`src/rtl/muldiv_ctrl_pkg.sv`:
```
// muldiv_ctrl_pkg
// Shared definitions for the HI/LO multiply/divide unit: ALU op encodings
// (MIPS funct values) and muldiv sequencer states. Also holds the divide
// step count and a few small decode helpers.
package muldiv_ctrl_pkg;

    localparam logic [5:0] ALU_MFHI  = 6'h10;
    localparam logic [5:0] ALU_MTHI  = 6'h11;
    localparam logic [5:0] ALU_MFLO  = 6'h12;
    localparam logic [5:0] ALU_MTLO  = 6'h13;
    localparam logic [5:0] ALU_MULT  = 6'h18;
    localparam logic [5:0] ALU_MULTU = 6'h19;
    localparam logic [5:0] ALU_DIV   = 6'h1A;
    localparam logic [5:0] ALU_DIVU  = 6'h1B;

    localparam int unsigned MD_DIV_STEPS = 32;

    typedef enum logic [1:0] {
        MD_IDLE = 2'd0,
        MD_MUL  = 2'd1,
        MD_DIV  = 2'd2,
        MD_DONE = 2'd3
    } md_state_e;

    function automatic logic op_is_mul(input logic [5:0] op);
        return (op == ALU_MULT) || (op == ALU_MULTU);
    endfunction

    function automatic logic op_is_div(input logic [5:0] op);
        return (op == ALU_DIV) || (op == ALU_DIVU);
    endfunction

    function automatic logic op_is_signed(input logic [5:0] op);
        return (op == ALU_MULT) || (op == ALU_DIV);
    endfunction

    // Magnitude of v when it is treated as signed. Otherwise v is returned unchanged.
    function automatic logic [31:0] mag32(input logic [31:0] v, input logic sgn);
        return (sgn && v[31]) ? (~v + 32'd1) : v;
    endfunction

endpackage

```
`src/rtl/muldiv_ctrl_if.sv`:
```
// muldiv_ctrl_if
// EX-stage connection to the muldiv unit.
//   op_valid, alu_op, src_a, src_b, flush : pipeline -> muldiv
//   stall_req, hi, lo, rd_data            : muldiv -> pipeline
// The master modport is for the pipeline side. The slave modport is for muldiv_ctrl.
interface muldiv_ctrl_if;
    logic        op_valid;
    logic [5:0]  alu_op;
    logic [31:0] src_a;
    logic [31:0] src_b;
    logic        flush;
    logic        stall_req;
    logic [31:0] hi;
    logic [31:0] lo;
    logic [31:0] rd_data;

    modport master (
        output op_valid, alu_op, src_a, src_b, flush,
        input  stall_req, hi, lo, rd_data
    );

    modport slave (
        input  op_valid, alu_op, src_a, src_b, flush,
        output stall_req, hi, lo, rd_data
    );
endinterface

```
`src/rtl/muldiv_ctrl_div_iter.sv`:
```
// div_iter
// Unsigned 32-bit radix-2 restoring divider. It performs one quotient bit per cycle.
// Ports:
//   clk, rst (sync, active-high)
//   start_i      : load dividend/divisor. Steps run on the next MD_DIV_STEPS cycles.
//   abort_i      : drop the operation in flight
//   dividend_i, divisor_i
//   done_o       : high during the final step cycle
//   quotient_o, remainder_o : values after this cycle's step. They are valid while done_o is high.
module div_iter
    import muldiv_ctrl_pkg::*;
(
    input  logic        clk,
    input  logic        rst,
    input  logic        start_i,
    input  logic        abort_i,
    input  logic [31:0] dividend_i,
    input  logic [31:0] divisor_i,
    output logic        done_o,
    output logic [31:0] quotient_o,
    output logic [31:0] remainder_o
);

    logic        busy_q, busy_d;
    logic [4:0]  cnt_q, cnt_d;
    logic [31:0] rem_q, rem_d;
    logic [31:0] quo_q, quo_d;
    logic [31:0] dvs_q, dvs_d;

    logic [32:0] rem_shift;
    logic        ge;
    logic [31:0] sub;

    always_comb begin
        rem_shift = {rem_q, quo_q[31]};
        ge        = rem_shift >= {1'b0, dvs_q};
        // When ge holds, the true difference is below the divisor. Modulo-2^32 subtraction therefore gives it exactly.
        sub       = rem_shift[31:0] - dvs_q;

        busy_d = busy_q;
        cnt_d  = cnt_q;
        rem_d  = rem_q;
        quo_d  = quo_q;
        dvs_d  = dvs_q;

        if (abort_i) begin
            busy_d = 1'b0;
        end else if (start_i) begin
            busy_d = 1'b1;
            cnt_d  = 5'(MD_DIV_STEPS - 1);
            rem_d  = '0;
            quo_d  = dividend_i;
            dvs_d  = divisor_i;
        end else if (busy_q) begin
            rem_d = ge ? sub : rem_shift[31:0];
            quo_d = {quo_q[30:0], ge};
            cnt_d = cnt_q - 5'd1;
            if (cnt_q == 5'd0) begin
                busy_d = 1'b0;
            end
        end
    end

    assign done_o      = busy_q & ~abort_i & (cnt_q == 5'd0);
    assign quotient_o  = quo_d;
    assign remainder_o = rem_d;

    always_ff @(posedge clk) begin
        if (rst) begin
            busy_q <= 1'b0;
            cnt_q  <= '0;
            rem_q  <= '0;
            quo_q  <= '0;
            dvs_q  <= '0;
        end else begin
            busy_q <= busy_d;
            cnt_q  <= cnt_d;
            rem_q  <= rem_d;
            quo_q  <= quo_d;
            dvs_q  <= dvs_d;
        end
    end

endmodule

```
`src/rtl/muldiv_ctrl.sv`:
```
// muldiv_ctrl
// EX-stage multiply/divide sequencer. It owns the architectural HI/LO pair.
// Multiplies complete after a fixed latency of MUL_LAT cycles. Divides are iterative (div_iter).
// HI/LO are written from the result registers in the DONE cycle, unless that cycle is flushed.
// Ports:
//   clk, rst (sync, active-high)
//   bus : muldiv_ctrl_if.slave. It carries op_valid/alu_op/src_a/src_b/flush in, and stall_req/hi/lo/rd_data out.
//
// state   | meaning
// IDLE    | accepting MT*/MF* and new mul/div starts
// MUL     | multiply latency countdown
// DIV     | div_iter running 32 steps
// DONE    | result ready; commit HI/LO unless flushed
module muldiv_ctrl
    import muldiv_ctrl_pkg::*;
#(
    parameter int unsigned MUL_LAT = 2
) (
    input  logic     clk,
    input  logic     rst,
    muldiv_ctrl_if.slave bus
);

    localparam int unsigned CNT_W = (MUL_LAT > 1) ? $clog2(MUL_LAT) : 1;

    md_state_e   state_q, state_d;
    logic [CNT_W-1:0] mul_cnt_q, mul_cnt_d;
    logic [31:0] op_a_q, op_a_d;
    logic [31:0] op_b_q, op_b_d;
    logic        sgn_q, sgn_d;
    logic        q_neg_q, q_neg_d;
    logic        r_neg_q, r_neg_d;
    logic [31:0] res_hi_q, res_hi_d;
    logic [31:0] res_lo_q, res_lo_d;
    logic [31:0] hi_q, hi_d;
    logic [31:0] lo_q, lo_d;

    logic        is_mul, is_div, is_sgn, start, div_zero;
    logic [31:0] mul_a, mul_b;
    logic        mul_sgn;
    logic [63:0] product;
    logic        div_start, div_abort, div_done;
    logic [31:0] div_quo, div_rem;

    assign is_mul   = op_is_mul(bus.alu_op);
    assign is_div   = op_is_div(bus.alu_op);
    assign is_sgn   = op_is_signed(bus.alu_op);
    assign div_zero = (bus.src_b == 32'd0);
    assign start    = (state_q == MD_IDLE) & bus.op_valid & ~bus.flush & (is_mul | is_div);

    // Use the live operands in IDLE so that MUL_LAT=1 can finish directly from the start cycle.
    assign mul_a   = (state_q == MD_IDLE) ? bus.src_a : op_a_q;
    assign mul_b   = (state_q == MD_IDLE) ? bus.src_b : op_b_q;
    assign mul_sgn = (state_q == MD_IDLE) ? is_sgn    : sgn_q;
    // Sign-extend to 64 bits. The truncated 64x64 product is then correct for both signed and unsigned operands.
    assign product = {{32{mul_sgn & mul_a[31]}}, mul_a} * {{32{mul_sgn & mul_b[31]}}, mul_b};

    assign div_start = start & is_div & ~div_zero;
    assign div_abort = (state_q == MD_DIV) & bus.flush;

    div_iter u_div_iter (
        .clk         (clk),
        .rst         (rst),
        .start_i     (div_start),
        .abort_i     (div_abort),
        .dividend_i  (mag32(bus.src_a, is_sgn)),
        .divisor_i   (mag32(bus.src_b, is_sgn)),
        .done_o      (div_done),
        .quotient_o  (div_quo),
        .remainder_o (div_rem)
    );

    always_comb begin
        state_d   = state_q;
        mul_cnt_d = mul_cnt_q;
        op_a_d    = op_a_q;
        op_b_d    = op_b_q;
        sgn_d     = sgn_q;
        q_neg_d   = q_neg_q;
        r_neg_d   = r_neg_q;
        res_hi_d  = res_hi_q;
        res_lo_d  = res_lo_q;
        hi_d      = hi_q;
        lo_d      = lo_q;

        unique case (state_q)
            MD_IDLE: begin
                if (start) begin
                    op_a_d  = bus.src_a;
                    op_b_d  = bus.src_b;
                    sgn_d   = is_sgn;
                    q_neg_d = is_sgn & (bus.src_a[31] ^ bus.src_b[31]);
                    r_neg_d = is_sgn & bus.src_a[31];
                    if (is_div) begin
                        if (div_zero) begin
                            res_hi_d = bus.src_a;
                            res_lo_d = 32'hFFFF_FFFF;
                            state_d  = MD_DONE;
                        end else begin
                            state_d = MD_DIV;
                        end
                    end else if (MUL_LAT <= 1) begin
                        {res_hi_d, res_lo_d} = product;
                        state_d = MD_DONE;
                    end else begin
                        mul_cnt_d = CNT_W'(MUL_LAT - 1);
                        state_d   = MD_MUL;
                    end
                end else if (bus.op_valid && !bus.flush) begin
                    if (bus.alu_op == ALU_MTHI) hi_d = bus.src_a;
                    if (bus.alu_op == ALU_MTLO) lo_d = bus.src_a;
                end
            end
            MD_MUL: begin
                // The counter is loaded with MUL_LAT-1 and reaches 0 on the edge into DONE.
                if (bus.flush) begin
                    state_d = MD_IDLE;
                end else if (mul_cnt_q == CNT_W'(1)) begin
                    {res_hi_d, res_lo_d} = product;
                    mul_cnt_d = '0;
                    state_d   = MD_DONE;
                end else begin
                    mul_cnt_d = mul_cnt_q - CNT_W'(1);
                end
            end
            MD_DIV: begin
                if (bus.flush) begin
                    state_d = MD_IDLE;
                end else if (div_done) begin
                    res_lo_d = q_neg_q ? (~div_quo + 32'd1) : div_quo;
                    res_hi_d = r_neg_q ? (~div_rem + 32'd1) : div_rem;
                    state_d  = MD_DONE;
                end
            end
            MD_DONE: begin
                if (!bus.flush) begin
                    hi_d = res_hi_q;
                    lo_d = res_lo_q;
                end
                state_d = MD_IDLE;
            end
            default: state_d = MD_IDLE;
        endcase
    end

    always_ff @(posedge clk) begin
        if (rst) begin
            state_q   <= MD_IDLE;
            mul_cnt_q <= '0;
            op_a_q    <= '0;
            op_b_q    <= '0;
            sgn_q     <= 1'b0;
            q_neg_q   <= 1'b0;
            r_neg_q   <= 1'b0;
            res_hi_q  <= '0;
            res_lo_q  <= '0;
            hi_q      <= '0;
            lo_q      <= '0;
        end else begin
            state_q   <= state_d;
            mul_cnt_q <= mul_cnt_d;
            op_a_q    <= op_a_d;
            op_b_q    <= op_b_d;
            sgn_q     <= sgn_d;
            q_neg_q   <= q_neg_d;
            r_neg_q   <= r_neg_d;
            res_hi_q  <= res_hi_d;
            res_lo_q  <= res_lo_d;
            hi_q      <= hi_d;
            lo_q      <= lo_d;
        end
    end

    assign bus.stall_req = start |
                           (((state_q == MD_MUL) || (state_q == MD_DIV)) & ~bus.flush);
    assign bus.hi        = hi_q;
    assign bus.lo        = lo_q;
    assign bus.rd_data   = (bus.alu_op == ALU_MFHI) ? hi_q :
                           (bus.alu_op == ALU_MFLO) ? lo_q : 32'd0;

endmodule

```
`src/flat_wrapper.sv`:
```
// flat-port wrapper written by rule: the top's interface ports become plain ports
module muldiv_ctrl_flat import muldiv_ctrl_pkg::*;
#(
    parameter int unsigned MUL_LAT = 2
)
  (clk, rst, bus_op_valid, bus_alu_op, bus_src_a, bus_src_b, bus_flush, bus_stall_req, bus_hi, bus_lo, bus_rd_data);
  muldiv_ctrl_if bus_i ();
  input  logic clk;
  input  logic rst;
  input wire logic [$bits(bus_i.op_valid)-1:0] bus_op_valid;
  input wire logic [$bits(bus_i.alu_op)-1:0] bus_alu_op;
  input wire logic [$bits(bus_i.src_a)-1:0] bus_src_a;
  input wire logic [$bits(bus_i.src_b)-1:0] bus_src_b;
  input wire logic [$bits(bus_i.flush)-1:0] bus_flush;
  output wire logic [$bits(bus_i.stall_req)-1:0] bus_stall_req;
  output wire logic [$bits(bus_i.hi)-1:0] bus_hi;
  output wire logic [$bits(bus_i.lo)-1:0] bus_lo;
  output wire logic [$bits(bus_i.rd_data)-1:0] bus_rd_data;
  assign bus_i.op_valid = bus_op_valid;
  assign bus_i.alu_op = bus_alu_op;
  assign bus_i.src_a = bus_src_a;
  assign bus_i.src_b = bus_src_b;
  assign bus_i.flush = bus_flush;
  assign bus_stall_req = bus_i.stall_req;
  assign bus_hi = bus_i.hi;
  assign bus_lo = bus_i.lo;
  assign bus_rd_data = bus_i.rd_data;
  muldiv_ctrl #(.MUL_LAT(MUL_LAT)) u_core (.clk(clk), .rst(rst), .bus(bus_i));
endmodule
```
`config.mk`:
```
export PLATFORM = sky130hd
export DESIGN_NAME = muldiv_ctrl_flat
export DESIGN_NICKNAME = d
export VERILOG_FILES = /design/src/rtl/muldiv_ctrl_pkg.sv /design/src/rtl/muldiv_ctrl_if.sv /design/src/rtl/muldiv_ctrl_div_iter.sv /design/src/rtl/muldiv_ctrl.sv /design/src/flat_wrapper.sv
export SDC_FILE = /design/constraint.sdc
export NUM_CORES = 2
export LEC_CHECK = 0
export ABC_CLOCK_PERIOD_IN_PS = 12850
export CAP_MARGIN = 20
export CORE_ASPECT_RATIO = 0.9
export CORE_MARGIN = 10
export CORE_UTILIZATION = 40
export DETAILED_ROUTE_END_ITERATION = 10
export GPL_TIMING_DRIVEN = 0
export MAX_ROUTING_LAYER = met4
export PLACE_DENSITY = 0.59
export SLEW_MARGIN = 20
export SYNTH_ARGS = -nofsm -noshare
export SYNTH_HDL_FRONTEND = slang
export SYNTH_HIERARCHICAL = 1
export SYNTH_SLANG_ARGS = --single-unit
```
`constraint.sdc`:
```
create_clock -name clk -period 12.85 [get_ports clk]
set_input_delay 2.57 -clock clk [delete_from_list [all_inputs] [get_ports clk]]
set_output_delay 2.57 -clock clk [all_outputs]
set_load 0.03 [all_outputs]
```
Yosys cells after proc, flatten, opt, wreduce, memory -nomap -nowiden
Index checks and enable logic that the tools add are counted.

Input bits: 74. Word-level logic and storage cells: 158. Register bits after elaboration: 300. Output and inout port bits: 97.

Bitwise logic cells: 23. $mul: 1. Reduce and logical (&&, ||, !) cells: 24. Eq/ne operators: 26. Add/sub/neg operators: 7. Magnitude comparators: 1. Muxes and demuxes: 60.

Operators by type and width (count): two-way mux 32 bit (37); one-hot mux 32 bit (3 select lines) (2); adder 32 x 1 -> 32 bit (second input constant) (4); NOT 32 bit (4); one-hot mux 32 bit (2 select lines) (2); multiplier 33 x 33 -> 64 bit (1); == test 6 x 5 -> 1 bit (second input constant) (8); >= comparator 33 x 32 -> 1 bit (1); zero test 32 bit (1); subtractor 32 bit (1); inequality test 2 bit (second input constant) (8); bitwise AND 1 bit (13); two-way mux 2 bit (6); two-way mux 5 bit (2); inequality test 2 x 1 -> 1 bit (second input constant) (5); AND reduction 5 bit (2); two-way mux 1 bit (9); one-hot mux 2 bit (4 select lines) (1); AND reduction 8 bit (1); inequality test 3 x 2 -> 1 bit (second input constant) (2); AND reduction 2 bit (3); nonzero test 2 bit (3); zero test 5 bit (1); subtractor 5 x 1 -> 5 bit (second input constant) (1); 15 further kinds (24).

Depth between registers and ports, before layout
Depth in word-level cells: 14. Gate-level depth with buffers: 35.

By module
Netlist, hierarchy kept.

By module, submodules not included: muldiv_ctrl (times used 1, cells each 5843, sequential area each 3963.8 sq um, area an instance 49796.5 sq um); div_iter (times used 1, cells each 878, sequential area each 2042.0 sq um, area an instance 6608.8 sq um).

Worst setup path after synthesis
Ideal clock, no wire load.

Kind: input-to-reg. Start: in bus_alu_op[2]. End: reg u_core.res_hi_q[29]. Data arrival time: 11219 ps. Cell stages on the path: 32. Library setup time: 132 ps. Path buffers: 1. Data required time: 12718 ps. Setup slack: 1499 ps. Cells stage by stage: nor4bb_1 > nor2b_1 > mux2i_1 > nor2_1 > clkbuf_1 > nand2_1 > inv_1 > fa_1 > inv_1 > fa_1 > inv_1 > fa_1 > fa_1 > inv_1 > fa_1 > inv_1 > fa_1 > inv_1 > fa_1 > fa_1 > inv_1 > ha_1 > o21ai_0 > nand2b_1 > a2111oi_0 > nor2_1 > nand2_1 > a211oi_1 > or4b_1 > a31oi_1 > xor2_1 > o32ai_1.

Longest elaborated chain between the ends: 14.

RTL lines: from (decl) (line flat_wrapper.sv:11) `input wire logic [$bits(bus_i.alu_op)-1:0] bus_alu_op;`; branches (longest 14 deep; another with multiplier 33 x 33 -> 64 bit); to (signal assigned) (line muldiv_ctrl.sv:167) `res_hi_q <= res_hi_d;`; to (decl) (line muldiv_ctrl.sv:33) `logic [31:0] res_hi_q, res_hi_d;`.

Parallel ways; which one is timed is not known. The select of a mux whose other input is x is not followed. A chain may end at the register's enable or synchronous reset.

Worst setup path after layout
Start: in bus_src_a[16]. End: reg u_core.res_hi_q[9].

Longest elaborated chain between the ends: 5.

RTL lines: from (decl) (line flat_wrapper.sv:12) `input wire logic [$bits(bus_i.src_a)-1:0] bus_src_a;`; two-way mux 32 bit (line muldiv_ctrl.sv:52) `assign mul_a = (state_q == MD_IDLE) ? bus.src_a : op_a_q;`; multiplier 33 x 33 -> 64 bit (line muldiv_ctrl.sv:56) `assign product = {{32{mul_sgn & mul_a[31]}}, mul_a} * {{32{mul_sgn & mul_b[31]}}, mul_b};`; two-way mux 32 bit (line muldiv_ctrl.sv:118) `end else if (mul_cnt_q == CNT_W'(1)) begin`; two-way mux 32 bit (line muldiv_ctrl.sv:116) `if (bus.flush) begin`; one-hot mux 32 bit (3 select lines) (line muldiv_ctrl.sv:86) `unique case (state_q)`.

Every way passes these cells. The select of a mux whose other input is x is not followed.

==> impl_metrics.toml <==
[synth]
syn-cell-area_sq_mm = 0.0564
synth_cell_types = 90
netlist_instances = 6721
synthSimpleGateAreaFrac_pct = 15.7
synth_warnings = 6
ys_ff_latch = 300
synth_top_family_by_area = "adder cells"
async_flop_share_pct = 0
synth_nets = 8175
synth_compound_area_share_pct = 10.8
synthXorXnorAreaFrac_pct = 3.39
synth_fa_ha_area_share_pct = 45.6
syn_avg_cell_area_sq_um = 8.39
synth.yosys.seq_area_share_pct = 10.6
synth.mux.area_fraction_pct = 3.04
synth_edf_count = 0
synthFlopType = "dfxtp_1"

[flow_run]
cap_violations = 0

[route]
wl_per_cell_microns = 29.6
drc = 0
routed_wl_mm = 261
drtAntennaViolNets = 0
drtPass1Iterations = 6
drt_iter0_drc = 6010
vias_per_cell = 5.77
vias = 50900

[place]
place_congestion = 1.08
place_inst = 8726
io_buffers = 144
dp_hpwl_mm = 217

[timing]
timing.final.crit_share_pct = 99.6
worst_slew_pin_slew_ns = 1.27
finalClockSkew_ns = 0.0484
fmax_mhz = 78.1
layout_min_cycle_time_ns = 12.80
drv_slew = 0
max-slew-margin-rel_pct = 12.9
finalSetupViolations = 0
hold_viol_final = 0
whs_ns = 0.453

[clock_tree]
cts_tree = "yes"
h-tree-depth = 2
ctsRootBufferMaster = "clkbuf_16"
path_clk_slew_ns = 0.07
cts_buffers = 35
clockBufferDepth = 3
clkSinkCount = 300
clkLatencyLatePin_ns = 0.58

[setup_path]
cp_slowest_stage_delay_ns = 1.01
crit_arrival_ns = 13.33
cp-end-kind = "register"
critPathBufInv = 6
path_delay_family = "adder cells"
slowest_stage = "clkdlybuf4s50_1"
crit_type = "in2reg"
worst_path_most_repeated_cell = "fa_1"
worst_setup_path_start_kind = "input port"
critPathMaxFanout = 10
reg2reg_slack_ns = 0.21
worstPathRequired_ns = 13.38

[finish]
drive_above_1_share_pct = 3.82
final_cells = 8818
areaGrowthSynthToFinish_pct = 10.2
final_net_count = 8371

[status]
status = "completed"

[floorplanning]
start_util_pct = 40.3
io-pin-count = 171
die_h_microns = 376
fp-row-count = 130
die_area_sq_mm = 0.156
core_area_sq_mm = 0.140
die_w_microns = 416

[grt]
grt.overflow.total = 0
grt_pass1_vias = 51000
grt_max_degree = 25
grtUsageTotal_pct = 33.7
antenna_found_initial = 16
grt_pass1_wl_mm = 372

[min_path]
hp-class = "reg2reg"
[flip-flops by register name, indices dropped and copies added (netlist names), 2 cells and up]
signal / count
u_core/bus.hi: 32
u_core/u_div_iter/rem_q: 32
u_core/state_q: 2
u_core/u_div_iter/quo_q: 32
u_core/res_lo_q: 32
u_core/u_div_iter/cnt_q: 5
u_core/op_a_q: 32
u_core/bus.lo: 32
u_core/res_hi_q: 32
u_core/u_div_iter/dvs_q: 32
u_core/op_b_q: 32
[per-stage QoR]
step,cell area (sq um),setup slack (ns),setup TNS [ns],util (%)
after floorplan,56400,1.50,0,-
after global placement,60200,-2.97,-64.85,43.0
after detailed placement,60500,-3.02,-64.89,43.3
after CTS,61900,0.0238,0,44.3
after global routing,62100,-0.0506,-0.0506,44.4
final,62100,0.0484,0,44.4
[placed cells by master, fill, tap and decap left out, types with 19 or more instances in the layout]
master,netlist,final
clkbuf_16,0,35
a21oi_1,314,313
mux2i_1,100,69
dfxtp_1,300,300
o31ai_1,29,29
buf_1,30,27
xor2_1,76,76
nand3_1,38,38
nor4_1,26,25
inv_1,1205,1204
nand2_1,1123,1123
ha_1,254,254
clkbuf_1,356,326
and2_1,55,55
nor3_1,69,68
a31oi_1,23,23
o21ai_1,32,32
a21o_1,44,44
xnor2_1,142,142
a221oi_1,32,32
nand4_1,31,31
nor2b_1,72,71
o21ai_0,144,144
fa_1,1126,1124
diode_2,0,27
clkdlybuf4s50_1,0,143
a22oi_1,40,40
mux2_2,62,62
clkbuf_2,0,27
a211oi_1,139,139
nor2_1,571,570
and3_1,19,19
[worst reg2reg max path, delay by kind of cell, from the launching register on]
kind / cells / cell delay (ns)
fa+ha+maj: 10 / 4.81
buf+inv: 12 / 3.17
compound gates: 7 / 2.31
mux: 1 / 0.93
simple gates: 3 / 0.59
xor+xnor: 1 / 0.45
flops: 1 / 0.33
[routing by layer]
| layer | GRT usage, % | up-vias | routed length (microns) |
|---|---|---|---|
| met2 | 46.0 | 3130 | 104000 |
| met5 | - | - | 0 |
| met1 | 44.6 | 25800 | 108000 |
| met4 | 15.5 | 0 | 15100 |
| li1 | - | 21300 | - |
| met3 | 11.4 | 576 | 33400 |
[area by class of cell]
cell class,count,area [sq um]
diodes,27,67.6
plain buffers,403,1630
clock buffers,47,1000
clock inverters,16,287
fillers,14200,77800
inverters,1206,4530
multi-input cells,4809,44600
flip-flops and latches,300,6010
well taps,1848,2310
repair buffers,162,1690
[kinds of logic (layout without fill, tap and decap cells)]
group           Yosys count  after routing
compound gates          953            953
xor+xnor                218            218
fa+ha+maj              1380           1380
buf+inv                1612           1834
flops                   300            300
mux                     163            163
other cells               0             27
simple gates           2095           2095
[cells in the mapped netlist (11+ instances only)]
library cell  count  share of area (%)
a211oi_1        139                1.9
a21boi_0         12               0.16
a21o_1           44               0.59
a21oi_1         314                2.8
a221oi_1         32               0.50
a22oi_1          40               0.53
a31oi_1          23               0.26
and2_1           55               0.61
and3_1           19               0.21
buf_1            30               0.20
buf_2            16               0.14
clkbuf_1        356                2.4
dfxtp_1         300                 11
fa_1           1126                 40
ha_1            254                5.6
inv_1          1205                8.0
mux2_2           62                1.2
mux2i_1         100                1.8
nand2_1        1123                7.5
nand2b_1         18               0.20
nand3_1          38               0.34
nand4_1          31               0.34
nor2_1          571                3.8
nor2b_1          72               0.80
nor3_1           69               0.61
nor4_1           26               0.29
o2111ai_1        11               0.17
o211ai_1         14               0.19
o21a_1           17               0.23
o21ai_0         144                1.3
o21ai_1          32               0.28
o21bai_1         12               0.16
o31ai_1          29               0.39
o41ai_1          18               0.28
or3_1            18               0.20
or4_1            15               0.20
xnor2_1         142                2.2
xor2_1           76                1.2
[what timing repair did]
action	4_1_cts	5_1_grt
hold endpoints to repair	0	0
endpoints found under the setup margin	30	11
gates resized for setup	25	42
setup buffers	3	0
hold buffers	0	0
[worst paths after layout]
kind | end | from | cells past startpoint
max | u_core/res_hi_q[9] | bus_src_a[16] | 27
min | u_core/op_b_q[16] | u_core/op_b_q[16] | 2
max reg2reg | u_core/res_hi_q[9] | u_core/state_q[0] | 34
min reg2reg | u_core/op_b_q[16] | u_core/op_b_q[16] | 2
Power is not shown: default switching activity piles up to over one toggle a cycle in this logic, so the estimate is an artifact.
